<file path="src/rtl/pdc_pkg.sv">
// pdc_pkg: shared types and elaboration helpers for the pdc_frame generator.
// Exports the FSM state enum, down-counter width helpers and parameter check.
package pdc_pkg;

    typedef enum logic [2:0] {
        IDLE,
        PRE,
        VLEAD,
        LINE,
        HBLANK,
        TAIL
    } pdc_state_t;

    function automatic int max_of5(input int a, input int b, input int c,
                                   input int d, input int e);
        int m;
        m = a;
        if (b > m) m = b;
        if (c > m) m = c;
        if (d > m) m = d;
        if (e > m) m = e;
        return m;
    endfunction

    // Width of a down-counter that holds values 0..n-1.
    function automatic int cnt_w(input int n);
        return (n <= 2) ? 1 : $clog2(n);
    endfunction

    function automatic bit params_ok(input int dw, input int aw,
                                     input int hb, input int vl,
                                     input int vsl, input int ll,
                                     input int hbl, input int ft,
                                     input int rl);
        return (dw >= 1) && (aw >= 1) && (hb >= 1) && (vl >= 1) &&
               (vsl >= 1) && (ll >= 1) && (hbl >= 0) && (ft >= 1) &&
               (rl >= 1) && (rl <= ll) && (rl <= hbl + 1) &&
               (longint'(vl) * longint'(hb) <= (longint'(1) << aw));
    endfunction

endpackage

</file>
<file path="src/rtl/pdc_frame_if.sv">
// pdc_frame_if: read bus between the frame generator and the pixel buffer.
// master: dataReadReq/index out, data in.  slave: the buffer side.
interface pdc_frame_if #(
    parameter int DATA_W = 8,
    parameter int ADDR_W = 12
);
    logic              dataReadReq;
    logic [ADDR_W-1:0] index;
    logic [DATA_W-1:0] data;

    modport master (output dataReadReq, output index, input data);
    modport slave  (input dataReadReq, input index, output data);
endinterface

</file>
<file path="src/rtl/pdc_fetch_gen.sv">
// pdc_fetch_gen: buffer read request and address generator.
// Ports: clk/res, pre_pix (pixel due RD_LAT later), frame_go, rd_req, rd_addr.
module pdc_fetch_gen #(
    parameter int ADDR_W = 12
) (
    input  logic              clk,
    input  logic              res,
    input  logic              pre_pix,
    input  logic              frame_go,
    output logic              rd_req,
    output logic [ADDR_W-1:0] rd_addr
);
    // Lines are fetched back to back, so line*H_BYTES+col is a single
    // running address cleared only at frame start.
    logic [ADDR_W-1:0] addr;

    always_ff @(negedge clk or posedge res) begin
        if (res) begin
            addr <= '0;
        end else if (frame_go) begin
            addr <= '0;
        end else if (pre_pix) begin
            addr <= addr + 1'b1;
        end
    end

    assign rd_req  = pre_pix;
    assign rd_addr = addr;
endmodule

</file>
<file path="src/rtl/pdc_frame.sv">
// pdc_frame: multi-line parallel-camera frame generator (VSYNC/HSYNC/PIXD).
// Ports: clk, res, output_ON, cont_mode, bus (buffer read), busy, frame_done,
// VSYNC, HSYNC, PIXCLK, PIXD. State updates on the falling clock edge.
module pdc_frame
    import pdc_pkg::*;
#(
    parameter int DATA_W     = 8,
    parameter int ADDR_W     = 12,
    parameter int H_BYTES    = 4,
    parameter int V_LINES    = 1,
    parameter int VSYNC_LEAD = 128,
    parameter int LINE_LEAD  = 9,
    parameter int H_BLANK    = 3,
    parameter int FRAME_TAIL = 10,
    parameter int RD_LAT     = 1
) (
    input  logic              clk,
    input  logic              res,
    input  logic              output_ON,
    input  logic              cont_mode,
    pdc_frame_if.master       bus,
    output logic              busy,
    output logic              frame_done,
    output logic              VSYNC,
    output logic              HSYNC,
    output logic              PIXCLK,
    output logic [DATA_W-1:0] PIXD
);
    if (!params_ok(DATA_W, ADDR_W, H_BYTES, V_LINES, VSYNC_LEAD,
                   LINE_LEAD, H_BLANK, FRAME_TAIL, RD_LAT)) begin : g_bad
        $error("pdc_frame: illegal parameter set");
    end

    localparam int CW = cnt_w(max_of5(VSYNC_LEAD, LINE_LEAD, H_BYTES,
                                      H_BLANK, FRAME_TAIL));
    localparam int LW = cnt_w(V_LINES);

    localparam logic [CW-1:0] VSL_M1 = CW'(VSYNC_LEAD - 1);
    localparam logic [CW-1:0] LL_M1  = CW'(LINE_LEAD - 1);
    localparam logic [CW-1:0] HB_M1  = CW'(H_BYTES - 1);
    localparam logic [CW-1:0] HBL_M1 = CW'(H_BLANK - 1);
    localparam logic [CW-1:0] FT_M1  = CW'(FRAME_TAIL - 1);
    localparam logic [LW-1:0] LN_MAX = LW'(V_LINES - 1);

    pdc_state_t    state, nxt;
    logic [CW-1:0] cnt, nxt_cnt;
    logic [LW-1:0] ln, nxt_ln;
    logic          cont_q, nxt_cont;
    logic          on_q;
    logic          go, done_d, last, pre_pix;
    logic          rd_req;
    logic [ADDR_W-1:0] rd_addr;
    int            cnt_i;

    assign last  = (ln == LN_MAX);
    assign cnt_i = int'(cnt);

    always_ff @(negedge clk or posedge res) begin
        if (res) begin
            state      <= IDLE;
            cnt        <= '0;
            ln         <= '0;
            cont_q     <= 1'b0;
            on_q       <= 1'b0;
            frame_done <= 1'b0;
        end else begin
            state      <= nxt;
            cnt        <= nxt_cnt;
            ln         <= nxt_ln;
            cont_q     <= nxt_cont;
            on_q       <= output_ON;
            frame_done <= done_d;
        end
    end

    always_comb begin
        nxt      = state;
        nxt_cnt  = cnt - 1'b1;
        nxt_ln   = ln;
        nxt_cont = cont_q;
        go       = 1'b0;
        done_d   = 1'b0;
        unique case (state)
            IDLE: begin
                nxt_cnt = cnt;
                // Start needs a fresh rising edge of output_ON.
                if (output_ON && !on_q) begin
                    nxt      = PRE;
                    nxt_cnt  = VSL_M1;
                    nxt_ln   = '0;
                    nxt_cont = cont_mode;
                    go       = 1'b1;
                end
            end
            PRE: if (cnt == '0) begin
                nxt     = VLEAD;
                nxt_cnt = LL_M1;
            end
            VLEAD: if (cnt == '0) begin
                nxt     = LINE;
                nxt_cnt = HB_M1;
            end
            LINE: if (cnt == '0) begin
                if (last) begin
                    nxt     = TAIL;
                    nxt_cnt = FT_M1;
                end else begin
                    nxt_ln = ln + 1'b1;
                    if (H_BLANK == 0) begin
                        nxt     = LINE;
                        nxt_cnt = HB_M1;
                    end else begin
                        nxt     = HBLANK;
                        nxt_cnt = HBL_M1;
                    end
                end
            end
            HBLANK: if (cnt == '0) begin
                nxt     = LINE;
                nxt_cnt = HB_M1;
            end
            TAIL: if (cnt == '0) begin
                done_d = 1'b1;
                if (cont_q && output_ON) begin
                    nxt      = PRE;
                    nxt_cnt  = VSL_M1;
                    nxt_ln   = '0;
                    nxt_cont = cont_mode;
                    go       = 1'b1;
                end else begin
                    nxt     = IDLE;
                    nxt_cnt = '0;
                end
            end
            default: begin
                nxt     = IDLE;
                nxt_cnt = '0;
            end
        endcase
    end

    // High when a pixel is shown RD_LAT cycles from now. cnt+1 is the
    // number of cycles left in the current state; RD_LAT <= H_BLANK+1
    // keeps the look-ahead within the next line.
    always_comb begin
        pre_pix = 1'b0;
        unique case (state)
            VLEAD:   pre_pix = (cnt_i < RD_LAT);
            LINE:    pre_pix = (cnt_i >= RD_LAT) ||
                               (!last && (cnt_i + 1 + H_BLANK <= RD_LAT));
            HBLANK:  pre_pix = (cnt_i < RD_LAT) &&
                               (cnt_i + 1 + H_BYTES > RD_LAT);
            default: pre_pix = 1'b0;
        endcase
    end

    pdc_fetch_gen #(
        .ADDR_W(ADDR_W)
    ) u_fetch (
        .clk     (clk),
        .res     (res),
        .pre_pix (pre_pix),
        .frame_go(go),
        .rd_req  (rd_req),
        .rd_addr (rd_addr)
    );

    assign bus.dataReadReq = rd_req;
    assign bus.index       = rd_addr;

    assign busy   = (state != IDLE);
    assign VSYNC  = (state != IDLE) && (state != PRE);
    assign HSYNC  = (state == LINE);
    assign PIXCLK = clk;
    assign PIXD   = HSYNC ? bus.data : '0;
endmodule
</file>
<file path="src/flat_wrapper.sv">
// flat-port wrapper written by rule: the top's interface ports become plain ports
module pdc_frame_flat import pdc_pkg::*;
#(
    parameter int DATA_W     = 8,
    parameter int ADDR_W     = 12,
    parameter int H_BYTES    = 4,
    parameter int V_LINES    = 1,
    parameter int VSYNC_LEAD = 128,
    parameter int LINE_LEAD  = 9,
    parameter int H_BLANK    = 3,
    parameter int FRAME_TAIL = 10,
    parameter int RD_LAT     = 1
)
  (clk, res, output_ON, cont_mode, busy, frame_done, VSYNC, HSYNC, PIXCLK, PIXD, bus_dataReadReq, bus_index, bus_data);
  pdc_frame_if #(.DATA_W(DATA_W), .ADDR_W(ADDR_W)) bus_i ();
  input  logic clk;
  input  logic res;
  input  logic output_ON;
  input  logic cont_mode;
  output logic busy;
  output logic frame_done;
  output logic VSYNC;
  output logic HSYNC;
  output logic PIXCLK;
  output logic [DATA_W-1:0] PIXD;
  output wire logic [$bits(bus_i.dataReadReq)-1:0] bus_dataReadReq;
  output wire logic [$bits(bus_i.index)-1:0] bus_index;
  input wire logic [$bits(bus_i.data)-1:0] bus_data;
  assign bus_dataReadReq = bus_i.dataReadReq;
  assign bus_index = bus_i.index;
  assign bus_i.data = bus_data;
  pdc_frame #(.DATA_W(DATA_W), .ADDR_W(ADDR_W), .H_BYTES(H_BYTES), .V_LINES(V_LINES), .VSYNC_LEAD(VSYNC_LEAD), .LINE_LEAD(LINE_LEAD), .H_BLANK(H_BLANK), .FRAME_TAIL(FRAME_TAIL), .RD_LAT(RD_LAT)) u_core (.clk(clk), .res(res), .output_ON(output_ON), .cont_mode(cont_mode), .bus(bus_i), .busy(busy), .frame_done(frame_done), .VSYNC(VSYNC), .HSYNC(HSYNC), .PIXCLK(PIXCLK), .PIXD(PIXD));
endmodule
</file>
<file path="config.mk">
export PLATFORM = sky130hd
export DESIGN_NAME = pdc_frame_flat
export DESIGN_NICKNAME = d
export VERILOG_FILES = /design/src/rtl/pdc_pkg.sv /design/src/rtl/pdc_frame_if.sv /design/src/rtl/pdc_fetch_gen.sv /design/src/rtl/pdc_frame.sv /design/src/flat_wrapper.sv
export SDC_FILE = /design/constraint.sdc
export NUM_CORES = 1
export LEC_CHECK = 0
export CAP_MARGIN = 20
export CORE_ASPECT_RATIO = 1.75
export CORE_MARGIN = 4
export CORE_UTILIZATION = 45
export CTS_BUF_LIST = sky130_fd_sc_hd__clkbuf_8
export DETAILED_ROUTE_END_ITERATION = 10
export PLACE_DENSITY = 0.74
export SLEW_MARGIN = 10
export SYNTH_ARGS = -nofsm -noshare
export SYNTH_HDL_FRONTEND = slang
export SYNTH_SLANG_ARGS = --single-unit
</file>
<file path="constraint.sdc">
create_clock -name clk -period 4.9 [get_ports clk]
set_input_delay 0.98 -clock clk [delete_from_list [all_inputs] [get_ports clk]]
set_output_delay 0.98 -clock clk [all_outputs]
set_load 0.1 [all_outputs]
</file>
[After elaboration in Yosys (flattened, before gate mapping)]
Cells that the tools add are included.
Word-level totals
  register bits after elaboration: 26
  input port bits: 12
  output and inout bits: 26
  logic and storage cells: 82
Operators by class
  $add $sub $neg: 6
  magnitude comparators: 4
  equality and inequality tests: 12
  muxes and demuxes: 36
  reductions and logical operators: 17
Operators with widths (count)
  $mux W7: 6
  $pmux W7 S5: 1
  $add A32 B3 Y32 const B: 1
  $add A32 B4 Y32 const B: 1
  $gt A32 B2 Y1 const B: 1
  $le A32 B2 Y1 const B: 1
  $mux W12: 2
  $mux W1: 15
  $mux W3: 5
  $pmux W3 S5: 1
  $add A12 B1 Y12 const B: 1
  $ne A2 B1 Y1 const B: 5
  $reduce_and A5 Y1: 2
  $add A7 B1 Y8 const B: 1
  $mux W8: 1
  $ge A7 B1 Y1 const B: 1
  $logic_not A7 Y1: 1
  $lt A7 B1 Y1 const B: 1
  $sub A7 B1 Y7 const B: 1
  $eq A3 B2 Y1 const B: 2
  $eq A3 B3 Y1 const B: 2
  $pmux W1 S3: 2
  $reduce_bool A3 Y1: 2
  $logic_and A1 B1 Y1: 5
  12 further kinds: 14

[Depth between registers and ports, before layout]
  word-level depth: 8
  depth in mapped cells: 8
  mapped depth without buffers: 6

[Modules after synthesis]
A second synthesis with hierarchy kept.
Unflattened totals
  cell total of the unflattened synthesis: 173
  area total of the unflattened synthesis: 1592.8 µm²
By module, submodules not included
  pdc_frame: instances 1, cells an instance 110, area an instance 969.7 µm², sequential area each 325.3 µm²
  pdc_fetch_gen: instances 1, cells an instance 63, area an instance 623.1 µm², sequential area each 300.3 µm²

==> impl_metrics.py <==
metrics = {
    "timing": {
        "rsz0062_at_grt": "true",
        "drv_slew": 0,
        "tightest_slew_ns": 0.9800,
        "max-slew-margin-rel_pct": 34.46,
        "clock_skew_ns": 0.002951,
        "fin_ws_ns": -0.5346,
        "setup_violations": 10,
        "hold_violations": 0,
        "holdWs_ns": 0.5076,
    },
    "yosys": {
        "yosysUniqueCellTypes": 59,
        "ys_seq_elements": 25,
        "postSynthAreaPerCell_um2": 9.232,
        "netlist_area_um2": 1828,
        "syn_nets": 213,
        "synth.most_common_cell": "dfrtn_1",
        "yosys.area_share.simple_pct": 34.43,
        "yosysTopAreaCellShare_pct": 34.22,
        "synth_compound_area_share_pct": 16.29,
        "synth_largest_area_cell": "dfrtn_1",
        "yosys.area_share.adder_pct": 2.053,
        "synth.area.top_cells": "dfrtn_1 34%, mux2i_1 5.5%, nand3_1 5.2%",
        "synth_edf_count": 0,
        "synth-warning-count": 0,
        "muxShareOfSynthArea_pct": 7.529,
        "ys_seq_area_share_pct": 34.22,
        "synth_top_family_by_area": "simple AND/OR/NAND/NOR gates",
        "synth_ff_type": "dfrtn_1",
        "synthCells": 198,
        "netlist_top_cells_count": "25 x dfrtn_1, 19 x nand3_1, 11 x and3_1",
        "synth_xor_area_share_pct": 0,
        "async_flop_share_pct": 100.0,
    },
    "clock_network": {
        "clk_pin_slew_ns": 0.06,
        "cts.hold.buffers_added": 0,
        "clkLatencyLatePin_ns": 0.40,
        "cts_tree": "built",
    },
    "grt": {
        "grt_overflow": 0,
        "antenna_found_initial": 0,
        "grt_usage_pct": 23.37,
        "grt_max_degree": 26,
        "grt_pass1_wl_mm": 9.577,
        "grt_pass1_vias": 1948,
    },
    "run_status": {
        "status": "finished, violations left",
        "violations": "negative setup slack",
    },
    "floorplanning": {
        "rows": 30,
        "die_h_um": 92.32,
        "start_util_pct": 46.83,
        "die_x_um": 56.18,
        "coreArea_um2": 3904,
        "ios": 38,
        "dieArea_um2": 5186,
    },
    "finish": {
        "fin_cells": 316,
        "n_antenna_cell": 0,
        "final_area_um2": 2968,
        "layout-drive-gt1-share_pct": 39.93,
        "fin_nets": 284,
        "area_growth_pct": 62.35,
    },
    "setup_path": {
        "slowest_delay_ns": 0.45,
        "critPathKind": "register to output port",
        "crit_required_ns": 3.92,
        "worstSetupStartpointType": "register",
        "crit_family": "simple AND/OR/NAND/NOR gates",
        "crit_fanout": 3,
        "cp_slowest_cell": "or3_1",
        "crit_path_cell_trace": "or3_1 -> nor4b_4 -> or3_4 -> clkinvlp_4 -> buf_12",
        "cp.arrival_ns": 4.45,
        "cp-end-kind": "output port",
        "cp_num_buf_inv": 2,
    },
    "drt": {
        "wirelength_mm": 6.290,
        "first_pass_iters": 4,
        "drt_iter0_drc": 104,
        "drcViolationCount": 0,
        "drtAntennaViolNets": 0,
        "wl_per_cell_um": 19.91,
        "via_count": 1965,
        "via_per_inst": 6.218,
    },
    "hold_path": {
        "hold_path_class": "register to register",
    },
    "pwr": {
        "total_power_mw": 1.478,
        "power_density_nw_per_um2": 498.1,
        "power_leakage_nw": 1.224,
        "ir_worst_vdd_v": 0.0003427,
    },
    "place": {
        "port_buffers": 37,
        "pre_cts_slack_ns": -0.2301,
        "place_inst": 296,
        "gp_congestion": 0.9774,
        "placed_area_um2": 2673,
        "dp_hpwl_mm": 4.088,
    },
    "flow_run": {
        "drv_cap": 0,
    },
}
logic make-up (layout without fill, tap and decap cells):
| group | count (synthesis) | count (layout) |
|---|---|---|
| adder cells (fa/ha/maj) | 3 | 3 |
| AO/OA/AOI/OAI | 43 | 43 |
| multiplexers | 13 | 13 |
| flip-flops | 25 | 25 |
| AND/OR/NAND/NOR | 91 | 91 |
| buffers and inverters | 23 | 93 |
worst reg2reg max path, stage by stage (launching register included):
cell	delay [ns]
dfrtn_1	0.41
buf_4	0.17
inv_1	0.07
ha_1	0.23
nor3b_2	0.72
nand4_1	0.41
and3_1	0.32
mux2_4	0.25
stage by stage:
stage	TNS, ns	utilization [%]
3_5_place_dp	-2.185	68.46
3_3_place_gp	-1.239	68.46
6_report	-2.216	76.03
5_1_grt	-2.550	76.03
2_1_floorplan	-0.5916	-
4_1_cts	-1.241	73.21
sequential cells by signal, summed over array words and instances (netlist names):
name / flops
u_core.cnt: 7
u_core.cont_q: 1
u_core.u_fetch.rd_addr: 12
u_core.on_q: 1
u_core.frame_done: 1
u_core.state: 3
routing by layer:
metal  up-vias  GRT usage, %  wire [um]
met1       951         23.90       2124
met5         -             0          0
met2        91         44.82       3586
met4         0         11.49        286
met3        29         3.208        293
li1        894             -          -
timing repair:
action                     CTS  global route
gates resized for setup     14            12
setup endpoints to repair   12            12
pin swaps                    3             8
cloned                       0             2
setup buffers                6             8
final cells by class:
class | count | area, um2
multi-input combinational | 150 | 1172
timing repair buffer | 78 | 982.2
fill | 251 | 935.9
sequential | 25 | 625.6
clock buffer | 7 | 92.59
tap | 48 | 60.06
inverter | 7 | 30.03
clock inverter | 1 | 5.005
power by group:
part	internal [mW]	switching, mW	total [mW]
registers	0.263	0.0776	0.340
logic	0.367	0.496	0.864
clock network	0.123	0.151	0.274
total	0.753	0.726	1.48
cells in the final DEF (no fill, tap or decap), drive strengths merged, types with 5 or more instances in the layout:
cell / instances
clkdlybuf4s50: 12
nor4: 11
clkbuf: 7
nor3: 5
mux2i: 10
buf: 66
dfrtn: 25
a21oi: 8
nand2: 7
and3: 11
nand3b: 7
inv: 6
o21ai: 10
nand3: 19
nor2: 9
final timing paths:
check / start / to / slack (ns) / cells past startpoint
max: u_core.cnt[6] / bus_dataReadReq / -0.53 / 5
min: u_core.u_fetch.rd_addr[2] / u_core.u_fetch.rd_addr[2] / 0.51 / 1
max reg2reg: u_core.cnt[0] / u_core.u_fetch.rd_addr[1] / 2.17 / 7
min reg2reg: u_core.u_fetch.rd_addr[2] / u_core.u_fetch.rd_addr[2] / 0.51 / 1
max in group asynchronous: res / u_core.state[0] / 1.34 / 3
min in group asynchronous: res / u_core.cnt[2] / 3.28 / 3
Note: power is estimated with default switching activity, not from simulation.
==> RTL change 1 (same flow settings) <==
`H_BLANK` is set to 3 in 2 places; all go to 6.
--- a/src/rtl/pdc_frame.sv
+++ b/src/rtl/pdc_frame.sv
@@ -10,7 +10,7 @@
     parameter int V_LINES    = 1,
     parameter int VSYNC_LEAD = 128,
     parameter int LINE_LEAD  = 9,
-    parameter int H_BLANK    = 3,
+    parameter int H_BLANK    = 6,
     parameter int FRAME_TAIL = 10,
     parameter int RD_LAT     = 1
 ) (
--- a/src/flat_wrapper.sv
+++ b/src/flat_wrapper.sv
@@ -7,7 +7,7 @@
     parameter int V_LINES    = 1,
     parameter int VSYNC_LEAD = 128,
     parameter int LINE_LEAD  = 9,
-    parameter int H_BLANK    = 3,
+    parameter int H_BLANK    = 6,
     parameter int FRAME_TAIL = 10,
     parameter int RD_LAT     = 1
 )
Formal check against the unedited RTL: no difference found for any inputs over 10 cycles, from zero or initial values; that may be too few to reach the edited logic, so the function may still have changed.
==> RTL change 1 against the unedited design <==
- the run still ends with negative setup slack left
- largest cell class unchanged
- worst setup slack better by 0.19 ns
- final area fell by 6.5%
- sequential share of layout area increased by 1.5 points
- synthesized cell count is 6.6% lower
- via count decreased by 5.9%
- count of clock-buffer cells in the layout did not move
- area after synthesis shrank 11%
- routed wire length down 3.7%
- sequential cell count did not move
- highest routed layer unchanged
- cell count shrank 3.2%
Power is not compared: it rests on default switching activity, and its combinational part moved more than twofold at a synthesized area within 25%.
==> RTL change 1: results (changes against the unedited design) <==
[worst_hold_path]
hold_start = u_core.u_fetch.rd_addr[4]
min_to = u_core.u_fetch.rd_addr[4]

[sta]
tns_ns = -2.453  ; -0.2370 ns
setup_slack_ns = -0.3445  ; +0.1901 ns
report.final.setup_viol = 12  ; +2
finClkSkew_ns = 0.003238  ; +0.0002873 ns
worstMarginPinSlew_ns = 0.9945  ; +0.01451 ns
hold_ws_ns = 0.4856  ; -0.02196 ns

[global_route]
grtUsageTotal_pct = 27.98  ; +4.6 points
grt_pass1_wl_um = 9225  ; -3.7%
grt_pass1_vias = 1871  ; -4.0%

[route]
avgRoutedWirePerCell_um = 19.79  ; -0.56%
viasPerCell = 6.046  ; -2.8%
vias = 1850  ; -5.9%
drt_iter0_markers = 168  ; +62%
firstDrtPassIters = 4  ; unchanged

[worst_setup_path]
cp_slowest_cell = dfrtn_1
worst-r2r-setup-slack_ns = 2.28  ; +0.11 ns
startpoint = u_core.cnt[3]
r2r_cells = 9  ; +2
crit_path_max_incr_delay_ns = 0.40  ; -0.05 ns
reg2reg_to = u_core.cnt[0]
cp.arrival_ns = 4.26  ; -0.19 ns

[yosys]
synth_top_cells_by_area = dfrtn_1 (39%), nand2_1 (4.9%), and3_1 (3.9%)
avgSynthCellArea_um2 = 8.772  ; -5.0%
synth_commonest_cells = dfrtn_1 (25), nand2_1 (21), nor2_1 (14)
yosys.cell_types.count = 51  ; -14%
postSynthNetCount = 200  ; -6.1%
yosysSeqAreaShare_pct = 38.55  ; +4.3 points

[final_layout]
fillers = 212  ; -16%
buffer_area_share_pct = 34.29  ; +1.2 points
nNonClkBuffers = 77  ; -1.3%
inv_count = 8  ; +1
drive_above_1_share_pct = 37.16  ; -2.8 points
multi_input_gates = 143  ; -4.7%
multi_input_area_share_pct = 36.46  ; -3.0 points

[outcome]
violations = negative setup slack
status = finished with violations

[placed_design]
gp_congestion = 0.9586  ; -1.9%
placed_cells_incl_taps = 279  ; -5.7%
place_ws_ns = -0.04645  ; +0.1836 ns

RTL change 1: cell types whose count changed in the layout (fill, tap and decap cells not counted), moves of 7 or more:
cell / before / now
nand3_1: 19 / 5
nor2_1: 7 / 14
nor4_2: 7 / 0
nand2_1: 7 / 21
RTL change 1: what timing repair did:
item,in CTS,in global routing
pin swaps,11,1
buffers inserted,15,7
endpoints found under the setup margin,12,12
gates resized for setup,21,6
cloned,1,0
hold buffers,0,0
endpoints found under the hold margin,0,0
RTL change 1: metal layers:
metal / wire (um) / GRT usage (%)
met1: 2024 / 27.63
met2: 3290 / 48.60
met3: 287 / 4.631
met4: 455 / 22.56
met5: 0 / 0
RTL change 1: logic make-up after synthesis:
family	share of synthesized area (%)
and+or+nand+nor	29.53
AOI/OAI and AO/OA	18.04
DFF	38.55
buffers and inverters	4.472
xor gates and xnor gates	3.238
muxes	3.855
adders and majority gates	2.313
RTL change 1: per-stage QoR:
stage	cell area, um^2	total power (uW)
after CTS	2741	504.7
after global placement	2456	308.4
after detailed placement	2456	308.9
final	2776	503.7
after global routing	2776	519.3
after floorplan	1664	293.1
RTL change 1: report_power, final:
group | leakage, uW | total, uW | switching (uW) | internal [uW]
registers | 0.000264 | 208 | 0.232 | 208
clock network | 0.0000472 | 279 | 155 | 124
logic | 0.000898 | 16.9 | 7.03 | 9.87
total | 0.00121 | 504 | 163 | 341
RTL change 1: critical path, delay by kind of cell (launching register included):
kind / cells / cell delay (ns)
and+or+nand+nor: 2 / 0.66
DFF: 1 / 0.40
AOI/OAI and AO/OA: 1 / 0.13
buffers and inverters: 1 / 0.21
==> RTL change 2 (same flow settings) <==
Without the edit above. The output `frame_done` loses its register stage (`frame_done` becomes a continuous assignment).
--- a/src/rtl/pdc_frame.sv
+++ b/src/rtl/pdc_frame.sv
@@ -62,16 +62,16 @@
             ln         <= '0;
             cont_q     <= 1'b0;
             on_q       <= 1'b0;
-            frame_done <= 1'b0;
         end else begin
             state      <= nxt;
             cnt        <= nxt_cnt;
             ln         <= nxt_ln;
             cont_q     <= nxt_cont;
             on_q       <= output_ON;
-            frame_done <= done_d;
         end
     end
+
+    assign frame_done = done_d;
 
     always_comb begin
         nxt      = state;
Function: no difference found for any inputs over 10 cycles, from zero or initial values; that may be too few to reach the edited logic, so the function may still have changed.
==> RTL change 2 against the unedited design <==
- the run still ends with negative setup slack left
- sequential cell count decreased by 1
- worst setup slack gained 0.22 ns
- first-iteration DRC count shrank 3.8%
- register-to-register slack improved by 0.62 ns
- power is 40% higher
- final area down 0.34%
- area after synthesis fell by 3.8%
- non-clock buffer count rose by 2
- routed wire length increased by 2.1%
- critical path depth down 1
- critical endpoint unchanged
- largest cell class unchanged
- largest power group unchanged
- highest routed layer unchanged
==> RTL change 2: results (changes against the unedited design) <==
[outcome]
status = finished with violations
violations = negative setup slack

[floorplanning]
core-area_um2 = 3701  ; -5.2%

[worst_setup_path]
crit_path_max_incr_delay_ns = 0.49  ; +0.04 ns
r2r_cells = 9  ; +2
worst-r2r-setup-slack_ns = 2.79  ; +0.62 ns
cp.arrival_ns = 4.24  ; -0.21 ns
cp_max_fo = 4  ; +1
cp_slowest_cell = dfrtn_1
startpoint = u_core.state[2]
reg2reg_to = u_core.state[0]
reg2reg_from = u_core.state[0]

[final_layout]
fillers = 234  ; -6.8%
finalNonFillerCells = 312  ; -1.3%
fin_nets = 282  ; -0.70%
diodes = 0  ; unchanged
largest_reg_flops = 12  ; unchanged
drive_above_1_share_pct = 39.85  ; -0.076 points

[yosys]
synthCells = 192  ; -3.0%
postSynthNetCount = 207  ; -2.8%
synth_commonest_cells = dfrtn_1 (24), a21oi_1 (14), nand3_1 (13)
synth_top_cells_by_area = dfrtn_1 (34%), a21oi_1 (4.0%), nand3_1 (3.7%)
yosysSeqAreaShare_pct = 34.14  ; -0.084 points
yosys.cell_types.count = 60  ; +1.7%

[worst_hold_path]
hp-class = register to register

[route]
avgRoutedWirePerCell_um = 20.58  ; +3.4%
vias = 1949  ; -0.81%
firstDrtPassIters = 4  ; unchanged
drt_iter0_markers = 100  ; -3.8%

[global_route]
grtUsageTotal_pct = 25.11  ; +1.7 points
grt_pass1_wl_um = 10140  ; +5.8%
grt_pass1_vias = 1963  ; +0.77%
antenna_found_initial = 0  ; unchanged
grt_max_degree = 25  ; -3.8%

[sta]
tns_ns = -1.892  ; +0.3240 ns
setup_slack_ns = -0.3171  ; +0.2175 ns
slew-limit-headroom_pct = 35.73  ; +1.3 points
report.final.setup_viol = 12  ; +2
finClkSkew_ns = 0.005848  ; +0.002897 ns

[placed_design]
gp_congestion = 0.8941  ; -8.5%
place_hpwl_um = 4172  ; +2.1%
place_area_um2 = 2589  ; -3.1%

[power]
ir_drop_v = 0.0005420  ; +58%
swShare_pct = 51.16  ; +2.1 points
leakagePower_uw = 0.001245  ; +1.7%

==> RTL change 2: cell types whose count changed in the layout (fill, tap and decap cells not counted), moves of 4 or more <==
| cell | change |
|---|---|
| nor4_2 | -5 |
| mux2i_1 | -4 |
| nand3_1 | -7 |
| a21oi_1 | +6 |
| nand3b_1 | -5 |
==> RTL change 2: area by class of cell <==
class / instances / area [um^2] / share of cell area, %
inverters: 7 / 26.28 / 0.8883
multi-input cells: 147 / 1145 / 38.71
clock buffers: 7 / 92.59 / 3.130
repair buffers: 80 / 1006 / 34.01
flip-flops and latches: 24 / 600.6 / 20.30
clock inverters: 1 / 30.03 / 1.015
well taps: 46 / 57.56 / 1.946
==> RTL change 2: worst min-delay path by stage <==
stage                                    startpoint                   endpoint  slack, ns  cells after the start
final                     u_core.u_fetch.rd_addr[6]  u_core.u_fetch.rd_addr[6]       0.49                      1
after global routing                  u_core.cont_q              u_core.cont_q       0.53                      1
after CTS                 u_core.u_fetch.rd_addr[6]  u_core.u_fetch.rd_addr[6]       0.49                      1
after detailed placement  u_core.u_fetch.rd_addr[6]  u_core.u_fetch.rd_addr[6]       0.48                      1
after global placement                u_core.cont_q              u_core.cont_q       0.47                      1
after floorplan                       u_core.cont_q              u_core.cont_q       0.43                      1
==> RTL change 2: routing by layer <==
metal | GRT usage, % | share of wire (%)
met1 | 27.36 | 36
met2 | 43.87 | 55
met3 | 3.577 | 4.3
met4 | 16.63 | 5.0
met5 | 0 | 0
==> RTL change 2: cell families after synthesis <==
kind of cell / after synthesis / share of synthesized area (%)
fa+ha+maj: 3 / 2.134
buf+inv: 21 / 6.258
xor+xnor: 2 / 0.9959
compound gates: 58 / 21.62
mux: 7 / 4.054
simple gates: 77 / 30.80
flops: 24 / 34.14
==> RTL change 2: power groups by stage <==
| stage | logic (uW) | clock network (uW) | registers (uW) |
|---|---|---|---|
| 2_1_floorplan | 614 | 77.0 | 545 |
| 3_3_place_gp | 1170 | 80.1 | 388 |
| 3_5_place_dp | 1200 | 80.1 | 395 |
| 4_1_cts | 1290 | 324 | 386 |
| 5_1_grt | 1420 | 339 | 399 |
| 6_report | 1360 | 323 | 389 |
==> RTL change 2: per-stage QoR <==
stage | hold WS [ns] | total power, uW | utilization, % | setup WS [ns]
floorplan | 0.4333 | 1236 | - | -0.4175
global placement | 0.4722 | 1641 | 69.95 | 0.03258
detailed placement | 0.4807 | 1675 | 69.95 | 0.02166
CTS | 0.4869 | 2004 | 75.93 | -0.2715
global route | 0.5261 | 2157 | 79.92 | -0.4012
finish | 0.4901 | 2070 | 79.92 | -0.3171
==> RTL change 2: what timing repair did <==
action | in CTS | in global routing
endpoints found under the setup margin | 13 | 13
buffers inserted | 8 | 15
pin swaps | 8 | 9
gates cloned | 1 | 1
resized for setup | 12 | 6
